==> config.mk <==
export PLATFORM = sky130hd
export DESIGN_NAME = mmio_timer_intc
export DESIGN_NICKNAME = d
export VERILOG_FILES = /design/src/rtl/mmio_timer_intc_pkg.sv /design/src/rtl/irq_edge_sync.sv /design/src/rtl/mmio_timer_intc.sv
export SDC_FILE = /design/constraint.sdc
export NUM_CORES = 1
export LEC_CHECK = 0
export CORE_MARGIN = 5
export CORE_UTILIZATION = 30
export CTS_CLUSTER_SIZE = 16
export DETAILED_ROUTE_END_ITERATION = 16
export GPL_TIMING_DRIVEN = 0
export MAX_ROUTING_LAYER = met4
export SETUP_SLACK_MARGIN = 0.05
export SYNTH_ARGS = -nofsm -noshare
export SYNTH_HDL_FRONTEND = slang
export SYNTH_SLANG_ARGS = --single-unit
==> constraint.sdc <==
create_clock -name clk -period 6.6 [get_ports clk]
set_input_delay 1.32 -clock clk [delete_from_list [all_inputs] [get_ports clk]]
set_output_delay 1.32 -clock clk [all_outputs]
set_load 0.005 [all_outputs]
==> src/rtl/mmio_timer_intc_pkg.sv <==
// Shared constants for the memory-mapped timer / interrupt controller:
// register offsets, CTRL field positions, PEND bit indices and window size.
package mmio_timer_intc_pkg;

  // Address bits below this index select a register inside the window.
  localparam int WIN_BITS = 6;

  localparam logic [5:0] OFF_CTRL  = 6'h00;
  localparam logic [5:0] OFF_LOAD  = 6'h04;
  localparam logic [5:0] OFF_COUNT = 6'h08;
  localparam logic [5:0] OFF_PEND  = 6'h0C;
  localparam logic [5:0] OFF_MASK  = 6'h10;
  localparam logic [5:0] OFF_SWSET = 6'h14;

  localparam int CTRL_EN        = 0;
  localparam int CTRL_RELOAD    = 1;
  localparam int CTRL_PRESC_LSB = 8;

  localparam int PEND_TIMER   = 0;
  localparam int PEND_EXT_LSB = 1;

  function automatic logic [31:0] lane_merge(input logic [31:0] old_v,
                                             input logic [31:0] new_v,
                                             input logic [3:0]  sel);
    logic [31:0] r;
    r = old_v;
    for (int b = 0; b < 4; b++) begin
      if (sel[b]) r[8*b +: 8] = new_v[8*b +: 8];
    end
    return r;
  endfunction

endpackage

==> src/rtl/irq_edge_sync.sv <==
// Two-flop synchronizer per line followed by a rising-edge detector;
// o_rise pulses for one cycle, two edges after the input is first sampled high.
module irq_edge_sync #(
  parameter int W = 5
) (
  input  logic         clk,
  input  logic         rst,
  input  logic [W-1:0] i_async,
  output logic [W-1:0] o_rise
);

  logic [W-1:0] r_meta;
  logic [W-1:0] r_sync;
  logic [W-1:0] r_sync_d;

  always_ff @(posedge clk or negedge rst) begin
    if (!rst) begin
      r_meta   <= '0;
      r_sync   <= '0;
      r_sync_d <= '0;
    end else begin
      r_meta   <= i_async;
      r_sync   <= r_meta;
      r_sync_d <= r_sync;
    end
  end

  assign o_rise = r_sync & ~r_sync_d;

endmodule

==> src/rtl/mmio_timer_intc.sv <==
// Bus-mapped prescaled down-counter plus interrupt controller (timer + NUM_EXT
// edge-captured lines). Reads are combinational; writes commit on the clock edge.
module mmio_timer_intc
  import mmio_timer_intc_pkg::*;
#(
  parameter logic [31:0] BASE_ADDR = 32'h1000_0000,
  parameter int          NUM_EXT   = 5
) (
  input  logic               clk,
  input  logic               rst,
  input  logic               ce_i,
  input  logic               we_i,
  input  logic [31:0]        addr_i,
  input  logic [3:0]         sel_i,
  input  logic [31:0]        wdata_i,
  output logic [31:0]        rdata_o,
  output logic               hit_o,
  input  logic [NUM_EXT-1:0] irq_i,
  output logic [NUM_EXT:0]   int_o
);

  localparam int NSRC = NUM_EXT + 1;

  // Bus protocol: no handshake. A cycle with ce_i & hit is an access; we_i
  // picks write (committed at the next edge) or read (data valid same cycle).
  logic              w_hit, w_wr, w_rd, w_sel_any;
  logic [5:0]        w_off;
  logic              w_wr_ctrl, w_wr_load, w_wr_count, w_wr_pend, w_wr_mask, w_wr_swset;
  logic              w_tick, w_tick_eff, w_expire;
  logic [NUM_EXT-1:0] w_rise;
  logic [NSRC-1:0]   w_w1c, w_set;
  logic              w_unused;

  logic              r_en, r_reload;
  logic [7:0]        r_presc, r_pcnt;
  logic [31:0]       r_load, r_count;
  logic [NSRC-1:0]   r_pend, r_mask, r_int;

  logic              w_en_nxt, w_reload_nxt;
  logic [7:0]        w_presc_nxt, w_pcnt_nxt;
  logic [31:0]       w_load_nxt, w_count_nxt;
  logic [NSRC-1:0]   w_pend_nxt, w_mask_nxt;

  irq_edge_sync #(.W(NUM_EXT)) u_irq_sync (
    .clk     (clk),
    .rst     (rst),
    .i_async (irq_i),
    .o_rise  (w_rise)
  );

  assign w_hit      = ce_i & (addr_i[31:WIN_BITS] == BASE_ADDR[31:WIN_BITS]);
  assign w_off      = {addr_i[WIN_BITS-1:2], 2'b00};
  assign w_wr       = w_hit & we_i;
  assign w_rd       = w_hit & ~we_i;
  assign w_sel_any  = |sel_i;
  assign w_wr_ctrl  = w_wr & (w_off == OFF_CTRL);
  assign w_wr_load  = w_wr & (w_off == OFF_LOAD);
  assign w_wr_count = w_wr & (w_off == OFF_COUNT);
  assign w_wr_pend  = w_wr & (w_off == OFF_PEND);
  assign w_wr_mask  = w_wr & (w_off == OFF_MASK);
  assign w_wr_swset = w_wr & (w_off == OFF_SWSET);
  assign w_unused   = &{1'b0, addr_i[1:0]};

  // A bus write to COUNT, or one that clears EN, pre-empts the tick entirely.
  assign w_tick     = r_en & (r_pcnt == r_presc);
  assign w_tick_eff = w_tick & ~(w_wr_ctrl & sel_i[0] & ~wdata_i[CTRL_EN])
                             & ~(w_wr_count & w_sel_any);
  assign w_expire   = w_tick_eff & (r_count == '0);

  always_comb begin
    w_en_nxt     = r_en;
    w_reload_nxt = r_reload;
    w_presc_nxt  = r_presc;
    if (w_expire && !r_reload) w_en_nxt = 1'b0;
    if (w_wr_ctrl && sel_i[0]) begin
      w_en_nxt     = wdata_i[CTRL_EN];
      w_reload_nxt = wdata_i[CTRL_RELOAD];
    end
    if (w_wr_ctrl && sel_i[1]) w_presc_nxt = wdata_i[CTRL_PRESC_LSB +: 8];

    w_pcnt_nxt = (!r_en || !w_en_nxt || w_tick) ? 8'd0 : r_pcnt + 8'd1;
    w_load_nxt = w_wr_load ? lane_merge(r_load, wdata_i, sel_i) : r_load;

    w_count_nxt = r_count;
    if (w_wr_count && w_sel_any)           w_count_nxt = lane_merge(r_count, wdata_i, sel_i);
    else if (w_expire && r_reload)         w_count_nxt = r_load;
    else if (w_tick_eff && r_count != '0)  w_count_nxt = r_count - 32'd1;

    // Hardware and software sets are OR-ed in after the clear, so set wins.
    w_w1c = '0;
    w_set = '0;
    if (w_wr_pend && sel_i[0])  w_w1c = wdata_i[NSRC-1:0];
    if (w_wr_swset && sel_i[0]) w_set = wdata_i[NSRC-1:0];
    w_set[PEND_TIMER]              = w_set[PEND_TIMER] | w_expire;
    w_set[PEND_EXT_LSB +: NUM_EXT] = w_set[PEND_EXT_LSB +: NUM_EXT] | w_rise;
    w_pend_nxt = (r_pend & ~w_w1c) | w_set;
    w_mask_nxt = (w_wr_mask && sel_i[0]) ? wdata_i[NSRC-1:0] : r_mask;
  end

  always_ff @(posedge clk or negedge rst) begin
    if (!rst) begin
      r_en     <= 1'b0;
      r_reload <= 1'b0;
      r_presc  <= '0;
      r_pcnt   <= '0;
      r_load   <= '0;
      r_count  <= '0;
      r_pend   <= '0;
      r_mask   <= '0;
      r_int    <= '0;
    end else begin
      r_en     <= w_en_nxt;
      r_reload <= w_reload_nxt;
      r_presc  <= w_presc_nxt;
      r_pcnt   <= w_pcnt_nxt;
      r_load   <= w_load_nxt;
      r_count  <= w_count_nxt;
      r_pend   <= w_pend_nxt;
      r_mask   <= w_mask_nxt;
      r_int    <= r_pend & r_mask;
    end
  end

  always_comb begin
    rdata_o = '0;
    if (w_rd) begin
      case (w_off)
        OFF_CTRL:  rdata_o = {16'h0, r_presc, 6'h0, r_reload, r_en};
        OFF_LOAD:  rdata_o = r_load;
        OFF_COUNT: rdata_o = r_count;
        OFF_PEND:  rdata_o[NSRC-1:0] = r_pend;
        OFF_MASK:  rdata_o[NSRC-1:0] = r_mask;
        default:   rdata_o = '0;
      endcase
    end
  end

  assign hit_o = w_hit;
  assign int_o = r_int;

endmodule

==> impl_metrics.env <==
export IMPL_outcome="completed"
export IMPL_grt_max_degree=70
export IMPL_grt_pass1_wl_microns=32000
export IMPL_min_period_ns=6.25
export IMPL_arrival_ns=4.93
export IMPL_rr_endpoint="r_count[31]"
export IMPL_setup_violations=0
export IMPL_worst_slew_pin_slew_ns=1.32
export IMPL_die_area_sq_um=24500
export IMPL_syn_area_sq_um=6440
export IMPL_cts_resized=0
export IMPL_path_clk_slew_ns=0.05
export IMPL_finish_utilization=0.405
export IMPL_synth_nets=735
export IMPL_ioPinCount=116
export IMPL_slew_viol_final=0
export IMPL_yosysTopAreaCell="dfrtp_1"
export IMPL_synth_seq_cells=115
export IMPL_sw_frac_of_total=0.207
export IMPL_fin_crit_sh=0.947
export IMPL_finalNetCount=866
export IMPL_synth_cells=656
export IMPL_vias=5683
export IMPL_drc=0
export IMPL_place_ws_ns=0.350
export IMPL_cts_sinks=115
export IMPL_drive_gt1_frac=0.129
export IMPL_irDropWorstVdd_v=0.000183
export IMPL_cts_setup_buffers=0
export IMPL_p_comb_frac=0.055
export IMPL_hold_class="register to register"
export IMPL_cts_hold_buf=0
export IMPL_p_int_mw=1.42
export IMPL_worstRegToRegCells=8
export IMPL_layout_common_cells="115 x dfrtp_1, 110 x clkdlybuf4s50_1, 75 x nor2_1"
export IMPL_floorplan_rows=53
export IMPL_endpoint="rdata_o[27]"
export IMPL_grt_pass1_vias=5774
export IMPL_gr_total_overflow=0
export IMPL_end_kind="primary output"
export IMPL_hp_start="u_irq_sync.r_meta[2]"
export IMPL_io_buffers=111
export IMPL_fillers=2126
export IMPL_routed_wl_microns=20200
export IMPL_power_leakage_nw=3.44
export IMPL_synthArstFlopShare=1.00
export IMPL_drt_pass1_iterations=5
export IMPL_skew_ns=0.0117
export IMPL_rrSetupSlack_ns=3.14
export IMPL_dieWidth_microns=157
export IMPL_rsz0062_at_grt="false"
export IMPL_setup_ws_ns=0.347
export IMPL_yosys_warnings=0
export IMPL_area_growth_pct=32.8
export IMPL_yosys_most_used_dff="dfrtp_1"
export IMPL_p_per_area_nw_per_um2=209
export IMPL_layout_commonest_cell="dfrtp_1"
export IMPL_crit_fanout=10
export IMPL_clock_root_buffer="clkbuf_16"
export IMPL_clkLatencyLatePin_ns=0.42
export IMPL_drt_iter0_markers=423
export IMPL_hold_viol=0
export IMPL_cts_tree="done"
export IMPL_maxSlewHeadroom=0.110
export IMPL_yosysTopAreaCellShare=0.447
export IMPL_gr_usage_all_layers=0.172
export IMPL_wl_per_cell_microns=18.8
export IMPL_initial_core_util=0.305
export IMPL_cp_startpoint="addr_i[2]"
export IMPL_cp_required_ns=5.28
export IMPL_synth_edf_count=0
export IMPL_power_frac_clock=0.547
export IMPL_gp_routability_congestion=0.881
export IMPL_ys_seq_area_frac=0.447
export IMPL_cts_made_buffers=17
export IMPL_switchingPower_mw=0.370
export IMPL_h_tree_depth=4
export IMPL_antenna_left=0
export IMPL_antenna_cells=0
export IMPL_path_class="input pin to primary output"
export IMPL_max_cap_violations=0
export IMPL_coreArea_sq_um=21100
export IMPL_viasPerCell=5.29
export IMPL_antenna_found_initial=0
export IMPL_seq_power_share=0.398
export IMPL_regToRegStartpoint="r_count[2]"
export IMPL_max_clock_freq_mhz=160
export IMPL_clock_path_buffers=2
export IMPL_synth_cell_types=56
export IMPL_place_hpwl_microns=14900
export IMPL_crit_path_start_kind="input pin"
export IMPL_die_h_microns=157
export IMPL_syn_area_per_cell_sq_um=9.82
export IMPL_synth_area_leaders="dfrtp_1 45%, mux2_2 9.3%, nor2_1 4.4%"
==> logic make-up after synthesis <==
logic type      synth area share
mux                        0.121
flops                      0.447
compound gates             0.149
buf+inv                   0.0227
xor+xnor                  0.0503
simple gates               0.205
fa+ha+maj                0.00389
==> per-layer routing <==
layer | share of wire | vias up | global-route usage | routed length (microns)
met5 | 0 | - | - | 0
met4 | 0.023 | 0 | 0.0587 | 463
met3 | 0.066 | 37 | 0.0442 | 1330
met2 | 0.45 | 197 | 0.254 | 9070
li1 | - | 2692 | - | -
met1 | 0.46 | 2757 | 0.230 | 9340
==> cell type report <==
type	count	area [sq um]	share of cell area
clock buffer	22	474	0.0555
multi-input combinational	505	3410	0.399
clock inverter	10	154	0.0180
inverter	5	18.8	0.00219
sequential	115	2880	0.337
timing repair buffer	112	1140	0.133
buffer	31	128	0.0149
tap	275	344	0.0402
==> synthesized netlist by cell type, types with 3 or more instances <==
master / number
inv_1: 5
or3_1: 6
mux2_2: 53
o211ai_1: 13
nor4_1: 23
and3_1: 4
nor4b_1: 6
nand4_1: 6
nand2b_1: 4
nand3b_1: 7
xnor2_1: 22
xor2_1: 15
dfrtp_1: 115
and2_1: 9
a22oi_1: 25
o41ai_1: 3
buf_1: 3
nor3_1: 14
mux2i_1: 15
a22o_1: 4
or2_2: 5
a211o_1: 7
a21oi_1: 31
clkbuf_1: 24
o21ai_0: 30
o22ai_1: 6
nor2_1: 75
buf_2: 3
nor2b_1: 8
nand3_1: 35
nand4b_1: 3
nand2_1: 36
or4_1: 3
a21boi_0: 7
==> how the worst min path moves through the flow <==
stage                      endpoint  slack (ns)  cells past startpoint
2_1_floorplan  u_irq_sync.r_sync[0]        0.33                      0
3_3_place_gp   u_irq_sync.r_sync[4]        0.33                      0
3_5_place_dp   u_irq_sync.r_sync[0]        0.34                      0
4_1_cts        u_irq_sync.r_sync[0]        0.35                      0
5_1_grt        u_irq_sync.r_sync[3]        0.35                      0
6_report       u_irq_sync.r_sync[2]        0.35                      0
==> power by group through the flow <==
stage | clock (mW) | sequential (mW) | combinational [mW]
2_1_floorplan | 0 | 0.724 | 0.0203
3_3_place_gp | 0 | 0.724 | 0.0962
3_5_place_dp | 0 | 0.724 | 0.0987
4_1_cts | 0.992 | 0.712 | 0.0990
5_1_grt | 1.03 | 0.712 | 0.106
6_report | 0.979 | 0.712 | 0.0975
==> metrics by stage <==
step	cells	hold slack, ns	cell area [sq um]	setup TNS, ns	power (mW)
2_1_floorplan	656	0.331	6440	0	0.744
3_3_place_gp	1042	0.334	7890	-53.83	0.820
3_5_place_dp	1043	0.338	7920	0	0.823
4_1_cts	1075	0.351	8550	0	1.80
5_1_grt	1075	0.351	8550	0	1.84
6_report	1075	0.347	8550	0	1.79
==> critical path, cell delays in order <==
cell and delay [ns]:
clkdlybuf4s50_1 0.52, clkbuf_1 0.42, nor2b_1 0.45, and2_1 0.19, clkbuf_1 0.23, clkbuf_1 0.53
clkbuf_1 0.44, a22oi_1 0.16, nor2_1 0.14, clkdlybuf4s50_1 0.51
==> state kept, by name, summed over array words and instances (netlist names) <==
signal / count
r_load: 32
r_count: 32
u_irq_sync.r_sync_d: 5
r_reload: 1
r_en: 1
int_o: 6
u_irq_sync.r_sync: 5
r_pcnt: 8
r_presc: 8
r_pend: 6
r_mask: 6
u_irq_sync.r_meta: 5
Note: power is estimated with default switching activity, not from simulation.
